[src/rtl/spmmio_pkg.sv]
// Shared types and constants for the special-purpose MMIO bus arbiter.
// Buses are big-endian numbered: bit 0 is the most significant.
package spmmio_pkg;

    typedef enum logic [1:0] {
        IDLE = 2'd0,
        OWN0 = 2'd1,
        OWN1 = 2'd2
    } arb_state_e;

    localparam int ADR_W   = 24;
    localparam int DAT_W   = 32;
    localparam int SEL_W   = 4;
    localparam int ADR_LSB = 21;

    typedef logic [0:ADR_W-1] adr_t;
    typedef logic [0:DAT_W-1] dat_t;
    typedef logic [0:SEL_W-1] sel_t;

    typedef struct packed {
        adr_t adr;
        logic stb;
        logic cyc;
        sel_t sel;
        logic we;
        dat_t dat;
    } mreq_t;

    // Selects the request of the owning master, or an all-zero request when nobody owns the bus.
    function automatic mreq_t pick_req(input logic owned, input logic owner,
                                       input mreq_t r0, input mreq_t r1);
        if (!owned)
            return '0;
        return owner ? r1 : r0;
    endfunction

endpackage

[src/rtl/spmmio_arbiter.sv]
// Round-robin two-master arbiter for the MMIO slave bus with bus locking via cyc
// and a strobe watchdog that ends unacknowledged accesses with a one-cycle err.
module spmmio_arbiter
    import spmmio_pkg::*;
#(
    parameter int unsigned TIMEOUT = 255,
    parameter int unsigned CW      = 8
) (
    input  logic              clk,
    input  logic              reset,

    input  logic [0:23]       m0_adr_i,
    input  logic              m0_stb_i,
    input  logic              m0_cyc_i,
    input  logic [0:3]        m0_sel_i,
    input  logic              m0_we_i,
    input  logic [0:31]       m0_dat_i,
    output logic              m0_ack_o,
    output logic              m0_err_o,
    output logic [0:31]       m0_dat_o,

    input  logic [0:23]       m1_adr_i,
    input  logic              m1_stb_i,
    input  logic              m1_cyc_i,
    input  logic [0:3]        m1_sel_i,
    input  logic              m1_we_i,
    input  logic [0:31]       m1_dat_i,
    output logic              m1_ack_o,
    output logic              m1_err_o,
    output logic [0:31]       m1_dat_o,

    output logic [0:23]       s_adr_o,
    output logic              s_stb_o,
    output logic              s_cyc_o,
    output logic [0:3]        s_sel_o,
    output logic              s_we_o,
    output logic [0:31]       s_dat_o,
    input  logic              s_ack_i,
    input  logic [0:31]       s_dat_i,

    output arb_state_e        dbg_state,
    output logic              dbg_last,
    output logic [CW-1:0]     dbg_wdog
);

    arb_state_e    state_q, state_d;
    logic          last_q;
    logic [CW-1:0] wdog_q;

    logic  owned, owner, tmo, ack;
    logic  own0, own1;
    mreq_t r0, r1, cur;

    assign r0 = '{adr: m0_adr_i, stb: m0_stb_i, cyc: m0_cyc_i,
                  sel: m0_sel_i, we: m0_we_i, dat: m0_dat_i};
    assign r1 = '{adr: m1_adr_i, stb: m1_stb_i, cyc: m1_cyc_i,
                  sel: m1_sel_i, we: m1_we_i, dat: m1_dat_i};

    always_comb begin
        state_d = state_q;
        owned   = 1'b0;
        owner   = 1'b0;
        case (state_q)
            IDLE: begin
                if (m0_cyc_i && m1_cyc_i)
                    state_d = last_q ? OWN0 : OWN1;
                else if (m0_cyc_i)
                    state_d = OWN0;
                else if (m1_cyc_i)
                    state_d = OWN1;
            end
            OWN0: begin
                owned = 1'b1;
                owner = 1'b0;
                // Owner releasing while the other master waits hands over without an IDLE gap.
                if (!m0_cyc_i)
                    state_d = m1_cyc_i ? OWN1 : IDLE;
            end
            OWN1: begin
                owned = 1'b1;
                owner = 1'b1;
                if (!m1_cyc_i)
                    state_d = m0_cyc_i ? OWN0 : IDLE;
            end
            default: state_d = IDLE;
        endcase
    end

    always_ff @(posedge clk or posedge reset) begin
        if (reset) begin
            state_q <= IDLE;
            last_q  <= 1'b1;
        end else begin
            state_q <= state_d;
            if (state_d == OWN0 && state_q != OWN0)
                last_q <= 1'b0;
            else if (state_d == OWN1 && state_q != OWN1)
                last_q <= 1'b1;
        end
    end

    assign tmo = (TIMEOUT != 0) && (wdog_q == CW'(TIMEOUT));

    // The counter only runs while a strobe is outstanding, so it is always zero on ownership changes.
    always_ff @(posedge clk or posedge reset) begin
        if (reset)
            wdog_q <= '0;
        else if (!s_stb_o || s_ack_i || tmo)
            wdog_q <= '0;
        else
            wdog_q <= wdog_q + CW'(1);
    end

    assign cur = pick_req(owned, owner, r0, r1);

    assign s_adr_o = cur.adr;
    assign s_sel_o = cur.sel;
    assign s_we_o  = cur.we;
    assign s_dat_o = cur.dat;
    assign s_cyc_o = cur.cyc;
    assign s_stb_o = cur.stb & cur.cyc & ~tmo;

    assign ack  = s_ack_i & s_stb_o;
    assign own0 = owned & ~owner;
    assign own1 = owned & owner;

    assign m0_ack_o = own0 & ack;
    assign m0_err_o = own0 & tmo;
    assign m0_dat_o = own0 ? s_dat_i : '0;
    assign m1_ack_o = own1 & ack;
    assign m1_err_o = own1 & tmo;
    assign m1_dat_o = own1 ? s_dat_i : '0;

    assign dbg_state = state_q;
    assign dbg_last  = last_q;
    assign dbg_wdog  = wdog_q;

endmodule

[config.mk]
export PLATFORM = sky130hd
export DESIGN_NAME = spmmio_arbiter
export DESIGN_NICKNAME = d
export VERILOG_FILES = /design/src/rtl/spmmio_pkg.sv /design/src/rtl/spmmio_arbiter.sv
export SDC_FILE = /design/constraint.sdc
export NUM_CORES = 1
export LEC_CHECK = 0
export CAP_MARGIN = 5
export CORE_AREA = 4 4 114 116
export CTS_CLUSTER_DIAMETER = 50
export DETAILED_ROUTE_END_ITERATION = 12
export DIE_AREA = 0 0 118 120
export HOLD_SLACK_MARGIN = 0.15
export PLACE_DENSITY_LB_ADDON = 0.15
export SLEW_MARGIN = 10
export SYNTH_ARGS = -nofsm -noshare
export SYNTH_HDL_FRONTEND = slang
export SYNTH_SLANG_ARGS = --single-unit
[constraint.sdc]
create_clock -name clk -period 2.7 [get_ports clk]
set_clock_uncertainty 0.2 [all_clocks]
set_input_delay 0.405 -clock clk [delete_from_list [all_inputs] [get_ports clk]]
set_output_delay 0.405 -clock clk [all_outputs]
set_load 0.05 [all_outputs]
# Word level (Yosys, flattened, before mapping)
# Index checks and enable logic that the tools add are counted.
word_totals:
  ff_bits: 11
  input_bits: 161
  elab_cells: 49
classes:
  n_addsub: 1
  eq_ne: 7
  n_mux: 18
  bitwise: 11
  reduce_logical: 9
ops:
  columns: ["cell", "n"]
  rows:
  - ["63-bit 2-to-1 mux", 2]
  - ["32-bit 2-to-1 mux", 2]
  - ["2-bit 2-to-1 mux", 7]
  - ["1-bit bitwise AND", 9]
  - ["8-bit by 1-bit adder with 8-bit output (second input constant)", 1]
  - ["8-bit == test (second input constant)", 1]
  - ["8-bit 2-to-1 mux", 1]
  - ["2-bit case mux with 3 select lines", 1]
  - ["1-bit 2-to-1 mux", 5]
  - ["2-bit by 1-bit == test with 1-bit output (second input constant)", 2]
  - ["2-bit == test (second input constant)", 2]
  - ["1-bit logical AND", 3]
  - ["2-bit logical NOT", 1]
  - ["1-bit logical OR", 2]
  - ["2-bit by 1-bit inequality test with 1-bit output (second input constant)", 1]
  - ["2-bit inequality test (second input constant)", 1]
  - ["1-bit inverter", 2]
  - ["2-bit nonzero test", 1]
  - ["2-bit OR reduction", 1]
  - ["1-bit logical NOT", 1]

# Logic depth before layout (Yosys ltp)
depth:
  depth_word: 10
  mapped_depth: 9

# Worst setup path before layout
# OpenSTA, ideal clock, no wires.
synth_timing:
  kind: "reg-to-output"
  start: "reg state_q[0], in the netlist dbg_state[0]"
  end: "out m0_ack_o"
  t_arrival_ns: 4.095
  required_ns: 2.095
  path_slack_ns: -2.000
  path_stages_with_launch: 8
  n_path_buf: 1
  cell_sequence: "dfrtp_1 > inv_1 > ha_1 > buf_4 > mux2i_1 > nor2b_1 > nor3b_1 > and3_1"
synth_between:
  elab_chain_cells: 8
  word_cells_on_any_way: 13
  cone_classes: "eq/ne: 2; mux: 4; bitwise: 6; reduce/logical: 1"
synth_lines:
  columns: ["item", "line_no", "source"]
  rows:
  - ["start, declared", "spmmio_arbiter.sv:46", "arb_state_e state_q, state_d;"]
  - ["start signal, assigned", "spmmio_arbiter.sv:94", "state_q <= state_d;"]
  - ["2-bit == test or 2-bit by 1-bit == test with 1-bit output (tied branches)", "spmmio_arbiter.sv:63", "case (state_q)"]
  - ["1-bit 2-to-1 mux or 2-bit OR reduction (tied branches)", null, null]
  - ["63-bit 2-to-1 mux or 1-bit 2-to-1 mux (tied branches)", "spmmio_pkg.sv:34, spmmio_arbiter.sv:63", null]
  - ["63-bit 2-to-1 mux *", "spmmio_pkg.sv:34", "return owner ? r1 : r0;"]
  - ["net s_cyc_o", "spmmio_arbiter.sv:34", "output logic s_cyc_o,"]
  - ["1-bit bitwise AND * (2 in series)", "spmmio_arbiter.sv:121", "assign s_stb_o = cur.stb & cur.cyc & ~tmo;"]
  - ["net s_stb_o", "spmmio_arbiter.sv:33", "output logic s_stb_o,"]
  - ["1-bit bitwise AND *", "spmmio_arbiter.sv:123", "assign ack = s_ack_i & s_stb_o;"]
  - ["1-bit bitwise AND *", "spmmio_arbiter.sv:127", "assign m0_ack_o = own0 & ack;"]
  - ["end, declared", "spmmio_arbiter.sv:18", "output logic m0_ack_o,"]
# Mark *: on every way through the listed nets, which the timed path passes. The rest lies on a longest branch.

# Final worst setup path
layout_timing:
  start: "in m0_cyc_i"
  end: "out m1_ack_o"
layout_between:
  elab_chain_cells: 6
layout_lines:
  columns: ["item", "line_no", "source"]
  rows:
  - ["start, declared", "spmmio_arbiter.sv:14", "input logic m0_cyc_i,"]
  - ["63-bit 2-to-1 mux (2 in series)", "spmmio_pkg.sv:34", null]
  - ["1-bit bitwise AND (2 in series)", "spmmio_arbiter.sv:121", null]
  - ["1-bit bitwise AND", "spmmio_arbiter.sv:123", null]
  - ["1-bit bitwise AND", "spmmio_arbiter.sv:130", "assign m1_ack_o = own1 & ack;"]
  - ["end, declared", "spmmio_arbiter.sv:28", "output logic m1_ack_o,"]
# No other way between the ends.

==> impl_metrics.json <==
{
  "ys_ff_latch": 11,
  "yosys.area_share.xor_xnor_pct": 2.40,
  "path_class": "primary input to output port",
  "post-cts-setup-buffers": 0,
  "synth_simple_gate_area_share_pct": 42.8,
  "crit_required_ns": 2.10,
  "track_usage_pct": 15.1,
  "cts_hold_buf": 0,
  "dpl.hpwl_um": 10200,
  "vias": 2972,
  "cts_buffers": 3,
  "crit_path_max_fanout": 6,
  "routedWlPerCell_um": 16.2,
  "drv_slew": 0,
  "root_buffer": "clkbuf_16",
  "crit_chain": "clkdlybuf4s50_1, mux2i_2, nor2b_4, nor3b_4, and3_4, buf_12",
  "grt_pass1_vias": 3145,
  "antenna_left": 0,
  "clock_path_buffers": 2,
  "syn_to_final_growth_pct": 194,
  "fp-row-count": 40,
  "design.die.area_um2": 14200,
  "layout-drive-gt1-share_pct": 27.5,
  "portBuffers": 302,
  "r2r_cells": 8,
  "synth_flop_cell": "dfrtp_1",
  "fin_util_pct": 54.1,
  "start_kind": "primary input",
  "synth-compound-area-share_pct": 3.77,
  "crit_end": "m1_ack_o",
  "routabilityCongestion": 0.787,
  "worstPathArrival_ns": 1.90,
  "synthArstFlopShare_pct": 100,
  "regToRegSetupSlack_ns": 0.31,
  "io-pin-count": 303,
  "clk_pin_slew_ns": 0.04,
  "crit_path_end_kind": "output port",
  "yosys_warnings": 0,
  "core_um2": 11900,
  "synthMuxAreaShare_pct": 28.8,
  "synthCells": 279,
  "insertion_delay_ns": 0.23,
  "synth_cell_type_count": 30,
  "synth_edf_count": 0,
  "r2r_start": "dbg_state[0]$_DFF_PP0_",
  "dr.pass1.iters": 4,
  "yosysMostFrequentCell": "and2_1",
  "cts_tree": "yes",
  "synthTopCellsByArea": "mux2i_1, and2_1, nor2b_1",
  "rsz0062_at_grt": "false",
  "fillCellCount": 1074,
  "whs_ns": 0.289,
  "crit_path_start": "m0_cyc_i",
  "grt.overflow.total": 0,
  "drt_iter0_drc": 108,
  "period_minus_slack_ns": 2.51,
  "wl_um": 11600,
  "viasPerCell": 4.15,
  "die_w_um": 118,
  "max_stage_delay_ns": 0.61,
  "slew_headroom_pct": 65.1,
  "diodes": 0,
  "finalCritPeriodShare_pct": 92.8,
  "antenna_found_initial": 0,
  "p_per_area_nw_per_um2": 1300,
  "ctsResizeCount": 0,
  "cp_slowest_cell": "clkdlybuf4s50_1",
  "cap_violations": 0,
  "ir_drop_mv": 0.671,
  "synth_commonest_cells": "and2_1, mux2i_1, nor2b_1",
  "die_y_um": 120,
  "holdCritPathClass": "primary input to asynchronous set/reset pin",
  "worst_pin_slew_ns": 0.522,
  "yosysSeqAreaShare_pct": 12.6,
  "htreeDepth": 1,
  "synth_top_family_by_area": "simple AND/OR/NAND/NOR gates",
  "setup_viol": 0,
  "fin_nets": 739,
  "synth_top_cell_by_area": "mux2i_1",
  "netlist_area_um2": 2190,
  "outcome": "finished, final reports clean",
  "power_leakage_nw": 2.60,
  "yosysTopAreaCellShare_pct": 28.8,
  "max_clock_freq_mhz": 399,
  "initial_core_util_pct": 18.4,
  "rr_endpoint": "dbg_last$_DFFE_PP1P_",
  "grt_pass1_wl_um": 17400,
  "syn-num-nets": 447,
  "tns_ns": 0,
  "hold_viol": 0,
  "power.total_mw": 8.39,
  "grt_max_degree": 62,
  "avgSynthCellArea_um2": 7.85,
  "drc": 0,
  "synthAdderAreaFrac_pct": 4.00,
  "cts_sinks": 11
}
[worst max-delay path, delay by kind of cell]
kind,cells,cell delay [ns]
buffers and inverters,2,0.74
multiplexers,1,0.13
AND/OR/NAND/NOR,3,0.62
[metrics by stage]
step                cell area, um^2  worst slack (ns)  instances
global placement               6360             0.246        713
global route                   6440            0.0845        717
finish                         6440             0.194        717
floorplan                      2260            -0.301        279
CTS                            6440             0.188        717
detailed placement             6360             0.197        713
[registers in the layout (all words and copies together) (netlist names)]
| name | flops |
|---|---|
| dbg_state | 2 |
| dbg_wdog | 8 |
| dbg_last | 1 |
[report_power, final]
group	switching (mW)	internal, mW
registers	0.0540	0.202
logic	4.32	3.55
clock network	0.0658	0.198
total	4.44	3.95
[how the worst min path moves through the flow]
stage	from	endpoint	slack [ns]	depth (start not counted)
3_3_place_gp	dbg_wdog[0]$_DFF_PP0_	dbg_wdog[0]$_DFF_PP0_	0.29	1
4_1_cts	reset	dbg_wdog[7]$_DFF_PP0_	0.30	2
2_1_floorplan	reset	dbg_wdog[0]$_DFF_PP0_	0.06	1
6_report	reset	dbg_wdog[7]$_DFF_PP0_	0.29	2
3_5_place_dp	dbg_wdog[0]$_DFF_PP0_	dbg_wdog[0]$_DFF_PP0_	0.31	1
5_1_grt	dbg_wdog[0]$_DFF_PP0_	dbg_wdog[0]$_DFF_PP0_	0.34	1
[final cells by class]
class | instances | area, um^2 | area share [%]
repair buffers | 308 | 4020 | 62.3
multi-input cells | 242 | 1860 | 28.9
inverters | 5 | 21.3 | 0.330
flip-flops and latches | 11 | 282 | 4.37
clock buffers | 4 | 78.8 | 1.22
well taps | 147 | 184 | 2.85
[placed cells by master (no fill, tap or decap), drive strengths merged]
cell and n:
dfrtp 10, and3 3, nor2b 62, mux2i 63, nor3b 1, clkbuf 4
or4b 1, nand2 5, nand2b 2, clkdlybuf4s50 171, inv 5, or2 1
o21bai 1, ha 7, a22oi 1, nor2 10, xor2 4, nand3 4
xnor2 2, a311oi 2, nor3 1, a22o 3, a21oi 2, a21boi 1
and2 66, buf 137, dfstp 1
[logic make-up (layout without fill, tap and decap cells)]
group / after synthesis / after routing
AO/OA/AOI/OAI: 10 / 10
AND/OR/NAND/NOR: 156 / 156
XOR/XNOR: 6 / 6
multiplexers: 63 / 63
adder cells (fa/ha/maj): 7 / 7
flip-flops: 11 / 11
buffers and inverters: 26 / 317
[layer usage]
layer	global-route usage [%]	wire length, um	vias up	share of wire, %
li1	-	-	1497	-
met1	14.8	3860	1320	33
met4	1.98	109	0	0.94
met5	0	0	-	0
met2	31.0	6640	147	57
met3	5.14	993	8	8.6
(Power assumes the default switching activity.)
==> RTL change 1 (config.mk and constraints unchanged) <==
Put a register stage on the outputs `m0_err_o` and `m1_err_o`, cleared by the reset. The values now appear one clock later. The other outputs are not delayed to match.
--- a/src/rtl/spmmio_arbiter.sv
+++ b/src/rtl/spmmio_arbiter.sv
@@ -125,10 +125,17 @@
     assign own1 = owned & owner;
 
     assign m0_ack_o = own0 & ack;
-    assign m0_err_o = own0 & tmo;
     assign m0_dat_o = own0 ? s_dat_i : '0;
     assign m1_ack_o = own1 & ack;
-    assign m1_err_o = own1 & tmo;
+    always_ff @(posedge clk or posedge reset) begin
+        if (reset) begin
+            m0_err_o <= '0;
+            m1_err_o <= '0;
+        end else begin
+            m0_err_o <= own0 & tmo;
+            m1_err_o <= own1 & tmo;
+        end
+    end
     assign m1_dat_o = own1 ? s_dat_i : '0;
 
     assign dbg_state = state_q;
Check against the original RTL: no difference found for any inputs over 10 cycles, from zero or initial values and one cycle with reset high; that may be too few to reach the edited logic, so the function may still have changed.
==> RTL change 1 against the original RTL <==
First-iteration DRC count decreased by 19%. Synthesized area rose by 2.3%. Worst setup slack worse by 0.083 ns. Utilization grew 0.29 points. Power rose by 0.81%. Routed wire length grew 5.0%. Cell area up 0.54%. Sequential cell count up 2. Largest power group unchanged.
==> RTL change 1: results (changes against the original RTL) <==
drt:
  wl_per_cell_um: 16.9  # was 16.2 um
  dr.pass1.iters: 4  # unchanged
  drtIter0Drc: 88  # was 108
  viasPerCell: 4.25  # was 4.15
cts:
  insertion_delay_ns: 0.24
  cts_made_buffers: 3  # unchanged
  clk_pin_slew_ns: 0.04  # about the same
  cts.path.max_buffers: 2  # unchanged
  ctsRootBufferMaster: "clkbuf_16"  # unchanged
  h-tree-depth: 1  # unchanged
logic_synthesis:
  synth_nets: 449  # was 447
  synth.area.top_cells: "mux2i_1 (28%), and2_1 (18%), nor2b_1 (17%), dfrtp_1 (13%), ha_1 (3.9%)"  # was mux2i_1 (29%), and2_1 (19%), nor2b_1 (18%), dfrtp_1 (11%), ha_1 (4.0%)
  yosysSeqAreaShare: 0.146  # was 0.126
  synthFlopType: "dfrtp_1"  # unchanged
  yosys-top-cells-count: "and2_1 (66), mux2i_1 (63), nor2b_1 (62)"  # unchanged
  synth_async_sr_flop_share: 1.00  # unchanged
  yosys.cell_types.count: 30  # unchanged
  yosysWarnings: 0  # unchanged
setup_path:
  path_max_fanout: 32  # was 6
  cp.arrival_ns: 1.98  # was 1.90 ns
  crit_path_top_delay_cell: "dfrtp_4"  # was clkdlybuf4s50_1
  slowest_delay_ns: 0.53  # was 0.61 ns
  crit_family: "buffers and inverters"  # unchanged
power_and_ir_drop:
  p_leak_nw: 2.62  # was 2.60 nW
  intPower_mw: 3.98  # was 3.95 mW
  ir_worst_vdd_mv: 0.781  # was 0.671 mV
layout:
  antenna_cells: 0  # unchanged
  largest_reg_flops: 8  # unchanged
  drive_gt1_frac: 0.273  # was 0.275
  fin_nets: 741  # was 739
global_routing:
  grt_pass1_vias: 3332  # was 3145
  grt_antenna_before_repair: 0  # unchanged
  grt_max_degree: 62  # unchanged
  grt_usage: 0.163  # was 0.151
  grt_pass1_wl_um: 18300  # was 17400 um
sta:
  slew_headroom: 0.661  # was 0.651
place:
  place_congestion: 0.825  # was 0.787
  hpwl_um: 10800  # was 10200 um
  port_buffers: 302  # unchanged
min_path:
  hp-class: "in -> async"  # unchanged
outcome:
  status: "completed"  # unchanged
## RTL change 1: changes by cell type after synthesis
| cell | unedited run | this run |
|---|---|---|
| dfrtp_1 | 10 | 12 |
## RTL change 1: stage by stage
stage / worst slack, ns / cells / setup TNS, ns / area (um2)
after CTS: 0.0746 / 719 / 0 / 6470
after global placement: 0.183 / 715 / 0 / 6390
final: 0.111 / 719 / 0 / 6480
after global routing: 0.00520 / 719 / 0 / 6480
after detailed placement: 0.159 / 715 / 0 / 6390
after floorplan: -0.301 / 281 / -0.601 / 2310
## RTL change 1: power groups by stage
stage / Clock, mW / Sequential [mW] / Combinational [mW]
after global routing: 0.291 / 0.294 / 8.17
after floorplan: 0 / 0.357 / 4.13
final: 0.275 / 0.289 / 7.89
after detailed placement: 0 / 0.293 / 7.97
after global placement: 0 / 0.288 / 7.96
after CTS: 0.285 / 0.290 / 7.99
## RTL change 1: path summary, 6_finish.rpt
path / cells after the start / slack [ns] / from / endpoint
min in group clk: 1 / 0.30 / dbg_wdog[0] / dbg_wdog[0]
min reg2reg: 1 / 0.30 / dbg_wdog[0] / dbg_wdog[0]
min: 2 / 0.30 / reset / dbg_wdog[7]
max in group asynchronous: 2 / 1.63 / reset / dbg_state[0]
max reg2reg: 7 / 0.40 / dbg_state[0] / dbg_last
max: 6 / 0.11 / dbg_state[0] / s_dat_o[12]
## RTL change 1: layer usage
metal,vias up,share of wire,GRT usage
met3,17,0.092,0.0622
met5,-,0,0
met4,0,0.019,0.0374
li1,1501,-,-
met1,1398,0.32,0.151
met2,139,0.57,0.331
## RTL change 1: logic make-up after synthesis
| family | share of synthesized area |
|---|---|
| flops | 0.146 |
| xor+xnor | 0.0235 |
| simple gates | 0.418 |
| buf+inv | 0.0547 |
| mux | 0.282 |
| compound gates | 0.0369 |
| fa+ha+maj | 0.0391 |
## RTL change 1: cell type report
type                       count  area [um2]
multi-input combinational    242        1870
clock buffer                   4        78.8
inverter                       5        21.3
timing repair buffer         308        4000
fill                        1076        5430
sequential                    13         332
tap                          147         184
## RTL change 1: timing repair
| action | 4_1_cts | 5_1_grt |
|---|---|---|
| setup buffers | 0 | 0 |
| setup endpoints to repair | 0 | 2 |
| hold buffers | 0 | 0 |
| resized for setup | 0 | 1 |
| hold endpoints to repair | 0 | 0 |
## RTL change 1: worst reg2reg max path, cell delays in order (launching register included)
cell and delay (ns):
dfrtp_4 0.48, inv_4 0.08, ha_4 0.17, buf_4 0.22, a22o_2 0.24, a22oi_2 0.14, or4b_1 0.45, a22o_1 0.25
==> RTL change 2 (config.mk and constraints unchanged) <==
Made on the original files. The parameter `CW` goes from 8 to 7.
--- a/src/rtl/spmmio_arbiter.sv
+++ b/src/rtl/spmmio_arbiter.sv
@@ -4,7 +4,7 @@
     import spmmio_pkg::*;
 #(
     parameter int unsigned TIMEOUT = 255,
-    parameter int unsigned CW      = 8
+    parameter int unsigned CW      = 7
 ) (
     input  logic              clk,
     input  logic              reset,
Interface: changed (resized dbg_wdog); port bits go from 303 to 302. No check against the original RTL was run, so the function may have changed too.
==> RTL change 2 against the original RTL <==
Synthesized area grew 0.11%. Worst setup slack worse by 0.012 ns. Cell area up 6.1%. Count of clock-buffer cells in the layout stayed put. Critical path depth is 1 lower. Synthesized cell count is 0.72% lower. Via count is 3.6% higher. Power grew 5.0%. Routed wire length shrank 2.4%. Sequential cell count decreased by 1. Critical endpoint is now s_sel_o[1]. Largest power group unchanged.
==> RTL change 2: results (changes against the original RTL) <==
sta:
  slew_headroom: 0.634  # was 0.651
  fmax_ghz: 0.397  # was 0.399 GHz
layout:
  largest_reg_flops: 7  # was 8
  clk_share: 0.0130  # was 0.0122
  buf_share: 0.648  # was 0.623
  fin_nets: 740  # was 739
  non_clock_buffer_count: 310  # was 308
  num-multi-input-gates: 239  # was 242
  multi_input_area_um2: 1850  # was 1860 um2
  inv_count: 8  # was 5
  drive_gt1_frac: 0.278  # was 0.275
  regArea_um2: 255  # was 282 um2
  nFillCells: 998  # was 1074
power_and_ir_drop:
  ir_worst_vdd_mv: 0.920  # was 0.671 mV
  intPower_mw: 4.27  # was 3.95 mW
  p_per_area_nw_per_um2: 1290  # was 1300 nW/um2
  p_leak_nw: 2.75  # was 2.60 nW
  p_comb_frac: 0.940  # was 0.938
  p_seq_uw: 234  # was 256 uW
cts:
  ctsRootBufferMaster: "clkbuf_16"  # unchanged
  cts.sinks: 10  # was 11
drt:
  wirelength_um: 11300  # was 11600 um
  via_count: 3080  # was 2972
  drtIter0Drc: 62  # was 108
logic_synthesis:
  synth_xor_area_frac: 0.0200  # was 0.0240
  synth_nets: 445  # was 447
  synthMuxAreaShare: 0.288  # about the same
  synth-compound-area-share: 0.0422  # was 0.0377
  synth.area.top_cells: "mux2i_1 (29%), and2_1 (19%), nor2b_1 (17%), dfrtp_1 (10%), ha_1 (4.0%)"  # was mux2i_1 (29%), and2_1 (19%), nor2b_1 (18%), dfrtp_1 (11%), ha_1 (4.0%)
  yosysSeqAreaShare: 0.115  # was 0.126
  yosys.cell_types.count: 33  # was 30
  yosys-top-cells-count: "and2_1 (66), mux2i_1 (63), nor2b_1 (61)"  # was and2_1 (66), mux2i_1 (63), nor2b_1 (62)
  synth_adder_area_share: 0.0400  # about the same
place:
  port_buffers: 301  # was 302
  hpwl_um: 10200  # about the same
  place_congestion: 0.807  # was 0.787
global_routing:
  grt_max_degree: 62  # unchanged
  grt_usage: 0.151  # about the same
setup_path:
  endpoint: "s_sel_o[1]"  # was m1_ack_o
  slowest_delay_ns: 0.45  # was 0.61 ns
  path_max_fanout: 61  # was 6
outcome:
  status: "completed"  # unchanged
RTL change 2: per-stage QoR:
step                      std cells  instance area [um2]  hold WS, ns   util  TNS (ns)
final                           718                 6840        0.273  0.574         0
after global routing            718                 6840        0.308  0.574         0
after detailed placement        714                 6750        0.283  0.566         0
after global placement          714                 6750        0.275  0.566         0
after CTS                       718                 6840        0.289  0.574         0
after floorplan                 277                 2220       0.0443      -    -0.137
RTL change 2: metal layers:
layer | global-route usage | vias to the layer above | part of all wire
met5 | 0 | - | 0
met4 | 0.0308 | 0 | 0.020
met3 | 0.0537 | 16 | 0.096
met2 | 0.308 | 182 | 0.57
met1 | 0.142 | 1377 | 0.32
li1 | - | 1505 | -
RTL change 2: logic make-up after synthesis:
logic type,count (synthesis)
compound gates,12
xor+xnor,5
fa+ha+maj,7
buf+inv,28
flops,10
mux,63
simple gates,152
